## src/rtl/control_unit.sv

```systemverilog
// control_unit: Moore sequencer for the bus-based datapath. One microstep per
// clock: fetch (T0-T2), then T3-T7 execute steps chosen by the opcode latched
// from IR[31:27]. Every control output is registered and decoded from the
// next state plus the next latched opcode.
module control_unit #(
    parameter logic [4:0] ALU_ADD_OP    = 5'b00011,
    parameter bit         HALT_ON_UNDEF = 1'b0
) (
    input  logic        clock,
    input  logic        clear,
    input  logic [31:0] ir,
    input  logic        con_ff,
    output logic [4:0]  alu_op,
    output logic        run,
    output logic        PCout, PCin, IncPC,
    output logic        MARin, MDRin, MDRout, MDRread, RAMwrite,
    output logic        IRin, RYin, RZinLo, RZinHi, RZoutLo, RZoutHi,
    output logic        HIin, LOin, HIout, LOout,
    output logic        Gra, Grb, Grc, Rin, Rout, BAout, RCout,
    output logic        CONin, InPortOut, OutPortIn
);

    typedef enum logic [3:0] {
        S_RST, S_T0, S_T1, S_T2, S_T3, S_T4, S_T5, S_T6, S_T7, S_HALT
    } state_t;

    localparam logic [4:0] OP_LD = 5'b00000, OP_LDI = 5'b00001, OP_ST = 5'b00010;
    localparam logic [4:0] OP_DIV = 5'b01111, OP_MUL = 5'b10000;
    localparam logic [4:0] OP_BR = 5'b10011, OP_JR = 5'b10100, OP_IN = 5'b10110;
    localparam logic [4:0] OP_OUT = 5'b10111, OP_MFHI = 5'b11000, OP_MFLO = 5'b11001;
    localparam logic [4:0] OP_HALT = 5'b11011;

    // One mask per control line; the bit positions match the output assigns below.
    localparam logic [27:0] M_PCOUT = 28'd1 << 0,  M_PCIN = 28'd1 << 1,  M_INCPC = 28'd1 << 2;
    localparam logic [27:0] M_MARIN = 28'd1 << 3,  M_MDRIN = 28'd1 << 4, M_MDROUT = 28'd1 << 5;
    localparam logic [27:0] M_MDRREAD = 28'd1 << 6, M_RAMWRITE = 28'd1 << 7, M_IRIN = 28'd1 << 8;
    localparam logic [27:0] M_RYIN = 28'd1 << 9,   M_RZINLO = 28'd1 << 10, M_RZINHI = 28'd1 << 11;
    localparam logic [27:0] M_RZOUTLO = 28'd1 << 12, M_RZOUTHI = 28'd1 << 13, M_HIIN = 28'd1 << 14;
    localparam logic [27:0] M_LOIN = 28'd1 << 15,  M_HIOUT = 28'd1 << 16, M_LOOUT = 28'd1 << 17;
    localparam logic [27:0] M_GRA = 28'd1 << 18,   M_GRB = 28'd1 << 19,   M_GRC = 28'd1 << 20;
    localparam logic [27:0] M_RIN = 28'd1 << 21,   M_ROUT = 28'd1 << 22,  M_BAOUT = 28'd1 << 23;
    localparam logic [27:0] M_RCOUT = 28'd1 << 24, M_CONIN = 28'd1 << 25, M_INPORTOUT = 28'd1 << 26;
    localparam logic [27:0] M_OUTPORTIN = 28'd1 << 27;

    state_t      state, state_n;
    logic [4:0]  op_q, op_n;
    logic [27:0] ctrl_q;
    logic [4:0]  alu_q, alu_n;
    logic        run_q, run_n;
    logic        ir_unused;

    // Only the opcode field of IR matters to the sequencer.
    assign ir_unused = ^ir[26:0];

    function automatic logic is_reg(input logic [4:0] op);
        return op inside {[5'd3:5'd11]};
    endfunction

    function automatic logic is_imm(input logic [4:0] op);
        return op inside {[5'd12:5'd14]};
    endfunction

    function automatic logic is_negnot(input logic [4:0] op);
        return op inside {5'd17, 5'd18};
    endfunction

    function automatic logic is_undef(input logic [4:0] op);
        return op inside {5'd21, [5'd28:5'd31]};
    endfunction

    // Control word for step s of opcode op; cf only matters in the br T6 step.
    function automatic logic [27:0] decode(input state_t s, input logic [4:0] op, input logic cf);
        logic [27:0] c;
        c = '0;
        case (s)
            S_T0: c = M_PCOUT | M_MARIN | M_INCPC;
            S_T1: c = M_MDRREAD | M_MDRIN;
            S_T2: c = M_MDROUT | M_IRIN;
            S_T3: begin
                if (is_reg(op) || is_imm(op) || is_negnot(op)) c = M_GRB | M_ROUT | M_RYIN;
                else if (op == OP_MUL || op == OP_DIV)     c = M_GRA | M_ROUT | M_RYIN;
                else if (op inside {OP_LD, OP_LDI, OP_ST}) c = M_GRB | M_BAOUT | M_RYIN;
                else if (op == OP_BR)   c = M_GRA | M_ROUT | M_CONIN;
                else if (op == OP_JR)   c = M_GRA | M_ROUT | M_PCIN;
                else if (op == OP_IN)   c = M_INPORTOUT | M_GRA | M_RIN;
                else if (op == OP_OUT)  c = M_GRA | M_ROUT | M_OUTPORTIN;
                else if (op == OP_MFHI) c = M_HIOUT | M_GRA | M_RIN;
                else if (op == OP_MFLO) c = M_LOOUT | M_GRA | M_RIN;
            end
            S_T4: begin
                if (is_reg(op))                            c = M_GRC | M_ROUT | M_RZINLO;
                else if (is_imm(op))                       c = M_RCOUT | M_RZINLO;
                else if (is_negnot(op))                    c = M_GRB | M_ROUT | M_RZINLO;
                else if (op == OP_MUL || op == OP_DIV)     c = M_GRB | M_ROUT | M_RZINLO | M_RZINHI;
                else if (op inside {OP_LD, OP_LDI, OP_ST}) c = M_RCOUT | M_RZINLO;
                else if (op == OP_BR)                      c = M_PCOUT | M_RYIN;
            end
            S_T5: begin
                if (is_reg(op) || is_imm(op) || is_negnot(op) || op == OP_LDI)
                    c = M_RZOUTLO | M_GRA | M_RIN;
                else if (op == OP_MUL || op == OP_DIV) c = M_RZOUTLO | M_LOIN;
                else if (op == OP_LD || op == OP_ST)   c = M_RZOUTLO | M_MARIN;
                else if (op == OP_BR)                  c = M_RCOUT | M_RZINLO;
            end
            S_T6: begin
                if (op == OP_MUL || op == OP_DIV) c = M_RZOUTHI | M_HIIN;
                else if (op == OP_LD)             c = M_MDRREAD | M_MDRIN;
                else if (op == OP_ST)             c = M_GRA | M_ROUT | M_MDRIN;
                else if (op == OP_BR)             c = M_RZOUTLO | (cf ? M_PCIN : 28'd0);
            end
            S_T7: begin
                if (op == OP_LD)      c = M_MDROUT | M_GRA | M_RIN;
                else if (op == OP_ST) c = M_RAMWRITE;
            end
            default: c = '0;
        endcase
        return c;
    endfunction

    // Next-step sequencing; the opcode is captured only on the T2->T3 edge.
    always_comb begin
        state_n = state;
        op_n    = (state == S_T2) ? ir[31:27] : op_q;
        case (state)
            S_RST: state_n = S_T0;
            S_T0:  state_n = S_T1;
            S_T1:  state_n = S_T2;
            S_T2:  state_n = S_T3;
            S_T3: begin
                if (op_q == OP_HALT || (HALT_ON_UNDEF && is_undef(op_q))) state_n = S_HALT;
                else if (op_q inside {OP_JR, OP_IN, OP_OUT, OP_MFHI, OP_MFLO, 5'b11010}
                         || is_undef(op_q))                            state_n = S_T0;
                else                                                   state_n = S_T4;
            end
            S_T4:   state_n = S_T5;
            S_T5:   state_n = (op_q inside {OP_LD, OP_ST, OP_BR, OP_MUL, OP_DIV}) ? S_T6 : S_T0;
            S_T6:   state_n = (op_q inside {OP_LD, OP_ST}) ? S_T7 : S_T0;
            S_T7:   state_n = S_T0;
            S_HALT: state_n = S_HALT;
            default: state_n = S_RST;
        endcase
        run_n = !(state_n inside {S_RST, S_HALT});
        if (!run_n)
            alu_n = '0;
        else if (op_n inside {[5'd3:5'd18]})
            alu_n = op_n;
        else
            alu_n = ALU_ADD_OP;
    end

    // State, opcode latch and registered control word; clear forces everything idle.
    always_ff @(posedge clock or negedge clear) begin
        if (!clear) begin
            state  <= S_RST;
            op_q   <= '0;
            ctrl_q <= '0;
            alu_q  <= '0;
            run_q  <= 1'b0;
        end else begin
            state  <= state_n;
            op_q   <= op_n;
            ctrl_q <= decode(state_n, op_n, con_ff);
            alu_q  <= alu_n;
            run_q  <= run_n;
        end
    end

    assign alu_op    = alu_q;
    assign run       = run_q;
    assign PCout     = ctrl_q[0];
    assign PCin      = ctrl_q[1];
    assign IncPC     = ctrl_q[2];
    assign MARin     = ctrl_q[3];
    assign MDRin     = ctrl_q[4];
    assign MDRout    = ctrl_q[5];
    assign MDRread   = ctrl_q[6];
    assign RAMwrite  = ctrl_q[7];
    assign IRin      = ctrl_q[8];
    assign RYin      = ctrl_q[9];
    assign RZinLo    = ctrl_q[10];
    assign RZinHi    = ctrl_q[11];
    assign RZoutLo   = ctrl_q[12];
    assign RZoutHi   = ctrl_q[13];
    assign HIin      = ctrl_q[14];
    assign LOin      = ctrl_q[15];
    assign HIout     = ctrl_q[16];
    assign LOout     = ctrl_q[17];
    assign Gra       = ctrl_q[18];
    assign Grb       = ctrl_q[19];
    assign Grc       = ctrl_q[20];
    assign Rin       = ctrl_q[21];
    assign Rout      = ctrl_q[22];
    assign BAout     = ctrl_q[23];
    assign RCout     = ctrl_q[24];
    assign CONin     = ctrl_q[25];
    assign InPortOut = ctrl_q[26];
    assign OutPortIn = ctrl_q[27];

endmodule

```

## config.mk

```make
export PLATFORM = sky130hd
export DESIGN_NAME = control_unit
export DESIGN_NICKNAME = d
export VERILOG_FILES = /design/src/rtl/control_unit.sv
export SDC_FILE = /design/constraint.sdc
export NUM_CORES = 1
export LEC_CHECK = 0
export CAP_MARGIN = 20
export CORE_MARGIN = 5
export CORE_UTILIZATION = 50
export CTS_CLUSTER_SIZE = 10
export DETAILED_ROUTE_END_ITERATION = 10
export PLACE_DENSITY_LB_ADDON = 0.3
export SLEW_MARGIN = 15
export SYNTH_ARGS = -nofsm -noshare
export SYNTH_HDL_FRONTEND = slang
export SYNTH_SLANG_ARGS = --single-unit
export TNS_END_PERCENT = 20
```

## constraint.sdc

```tcl
create_clock -name clock -period 4.3 [get_ports clock]
set_clock_uncertainty 0.2 [all_clocks]
set_input_delay 0.86 -clock clock [delete_from_list [all_inputs] [get_ports clock]]
set_output_delay 0.86 -clock clock [all_outputs]
set_load 0.03 [all_outputs]
```

==> summary.md <==
| Metric | Value |
|---|---|
| Delay-heaviest family, CP | `buffers and inverters` |
| Routed vias | `1760` |
| Syn-to-layout area delta | `22.6%` |
| Max Cap Viol | `0` |
| Synth Register Bits | `42` |
| Worst Path Arrival | `2850 ps` |
| Pleak | `1.09 nW` |
| Final net count | `288` |
| # clock sinks | `42` |
| Fin. max-slew vios | `0` |
| Startpoint Class | `input pin` |
| DR iter-0 viols | `145` |
| Peak Freq | `352 MHz` |
| Crit path max fanout | `12` |
| RSZ-0062 raised after global routing | `no` |
| CORE AREA | `4260 sq um` |
| Grt total ovfl | `0` |
| Clock Latency Late Sink | `290 ps` |
| First-pass GRT wire length | `8020 um` |
| Setup bufs post-CTS | `0` |
| Initial Utilization | `50.7%` |
| Row cnt | `24` |
| Non-filler cells, final | `306` |
| Placed instance count | `298` |
| Rel. slew slack | `40.2%` |
| Synth top cells by count | `dfrtp_1, nor2_1, nand2_1` |
| Worst vdd ir | `0.000268 V` |
| P per Cell Area | `723 nW/um^2` |
| RR Startpoint | `state[2]$_DFF_PN0_` |
| Final min period | `2840 ps` |
| Bufs and invs on worst path | `2` |
| Setup WS pre-CTS | `1190 ps` |
| Final setup margin | `1460 ps` |
| Main area contributors after synthesis | `dfrtp_1, nor2_1, mux2i_4` |
| CP Cell Sequence | `clkdlybuf4s50_1, mux2i_4, inv_2, or4_1, nand2_1, o21bai_1` |
| M1 GR Usage | `24.4%` |
| Die area | `5740 sq um` |
| Initial antenna violation count | `0` |
| WL/cell | `16.2 um` |
| Clk slew on worst S/H paths | `80 ps` |
| Die W | `75.8 um` |
| Warnings from Yosys | `0` |
| Final period util | `66.0%` |
| Final hold viol count | `0` |
| Post-synth ARST share | `100%` |
| Clk root buf | `clkbuf_8` |
| Total track usage | `18.5%` |
| Largest net degree at the start of global routing | `43` |
| Top cell type by total area after synthesis | `dfrtp_1` |
| Prevailing post-synth register cell | `dfrtp_1` |
| Number of flops mapped to enable cells by yosys | `0` |
| DRC violations left | `0` |
| Avg Inst Size Synth | `9.78 sq um` |
| Mapped Area | `2160 sq um` |
| Status | `completed` |
| Post-synth top area share | `48.6%` |
| Vias per inst | `5.75` |
| Min-Delay Path Class | `in -> async` |
| CP required | `4320 ps` |
| HPWL after DPL | `3500 um` |
| Share of layout cells above drive strength 1 | `8.27%` |
| Post-synthesis sequential area ratio | `48.6%` |
| Pre-antenna DRT Iters | `4` |
| Height of the die | `75.8 um` |
| Worst Setup SP | `ir[31]` |
| Critical path class | `in -> reg` |
| Fin Setup TNS | `0 ps` |
| Syn_nets | `256` |
| ANT nets after route | `0` |
| Crit path max-delay cell type | `or4_1` |
| Crit. End Element | `register` |
| CTS Buf Count | `5` |
| Met3 usage | `4.09%` |
| Vias in the first global route | `1621` |
| Clock Path Buffers | `2` |
| Busiest grt layer | `met2` |
| Met2 Usage GRT | `29.6%` |
| Cts hold-fix bufs | `0` |
| # setup viols final | `0` |
| Resized Gates After CTS | `0` |
| Power consumption | `0.00192 W` |
| Drt total wl | `4970 um` |
| Placer Congestion | `0.884` |
| Top Ports | `69` |
| Netlist cell types | `55` |
| Worst path max stage delay | `590 ps` |
| Top-count cell post-synth | `dfrtp_1` |
| CTS tree | `built` |
| Total inserted antenna cells | `0` |
| H-tree depth | `2` |
| Measured slew at the worst slew-check pin | `896 ps` |
| WHS | `490 ps` |
| Mapped Cells | `221` |
| Port buffer count | `41` |
==> cell usage in the layout (no fill, tap or decap), types with 4 or more instances in the layout <==
cell / n
clkbuf_8: 6
a31oi_1: 4
nor3_1: 8
nor4_1: 6
dfrtp_1: 42
nand2b_1: 9
or3_1: 5
and2_1: 5
o22ai_1: 4
nand2_1: 16
inv_1: 8
clkdlybuf4s50_1: 40
o21ai_0: 9
a21oi_1: 12
nor2_1: 20
==> stage by stage <==
step                      instance area [sq um]  utilization (%)
final                                      2650             62.2
after global routing                       2650             62.2
after global placement                     2560             59.9
after floorplan                            2160                -
after detailed placement                   2560             59.9
after CTS                                  2650             62.2
==> where the power goes <==
| part | internal, W | switching [W] | total [W] | leakage [nW] |
|---|---|---|---|---|
| Clock | 0.000129 | 0.000132 | 0.000261 | 0.0472 |
| Combinational | 0.000410 | 0.000589 | 0.000999 | 0.497 |
| Sequential | 0.000512 | 0.000144 | 0.000656 | 0.548 |
==> registers in the layout (all words and copies together) (netlist names) <==
name / flops
run: 1
alu_op: 5
op_q: 5
ctrl_q: 27
state: 4
==> cell families (layout without fill, tap and decap cells) <==
logic type	after synthesis	after routing	share of synthesized area, %
AO/OA/AOI/OAI	59	59	18.5
XOR/XNOR	1	1	0.405
buffers and inverters	26	59	5.44
flip-flops	42	42	48.6
multiplexers	7	7	5.09
AND/OR/NAND/NOR	86	86	21.9
==> final timing paths <==
check                                            end  slack [ps]  cells past startpoint
worst max-delay path            ctrl_q[21]$_DFF_PN0_        1460                      6
worst min-delay path             alu_op[1]$_DFF_PN0_         490                      1
worst max register to register  ctrl_q[21]$_DFF_PN0_        1480                      6
worst min register to register    state[1]$_DFF_PN0_         490                      1
max in group asynchronous          op_q[4]$_DFF_PN0_        2860                      1
min in group clock                state[1]$_DFF_PN0_         490                      1
==> metal layers <==
| layer | share of wire (%) | vias to the layer above |
|---|---|---|
| met5 | 0 | - |
| met4 | 1.9 | 0 |
| met3 | 7.2 | 8 |
| met2 | 47 | 63 |
| met1 | 44 | 823 |
| li1 | - | 866 |
==> area by class of cell <==
cell class / instances / area (sq um)
clock buffers: 6 / 82.6
clock inverters: 2 / 12.5
fillers: 381 / 1610
inverters: 9 / 33.8
multi-input cells: 153 / 993
flip-flops and latches: 42 / 1050
well taps: 52 / 65.1
repair buffers: 42 / 413
Note: power is estimated with default switching activity, not from simulation.
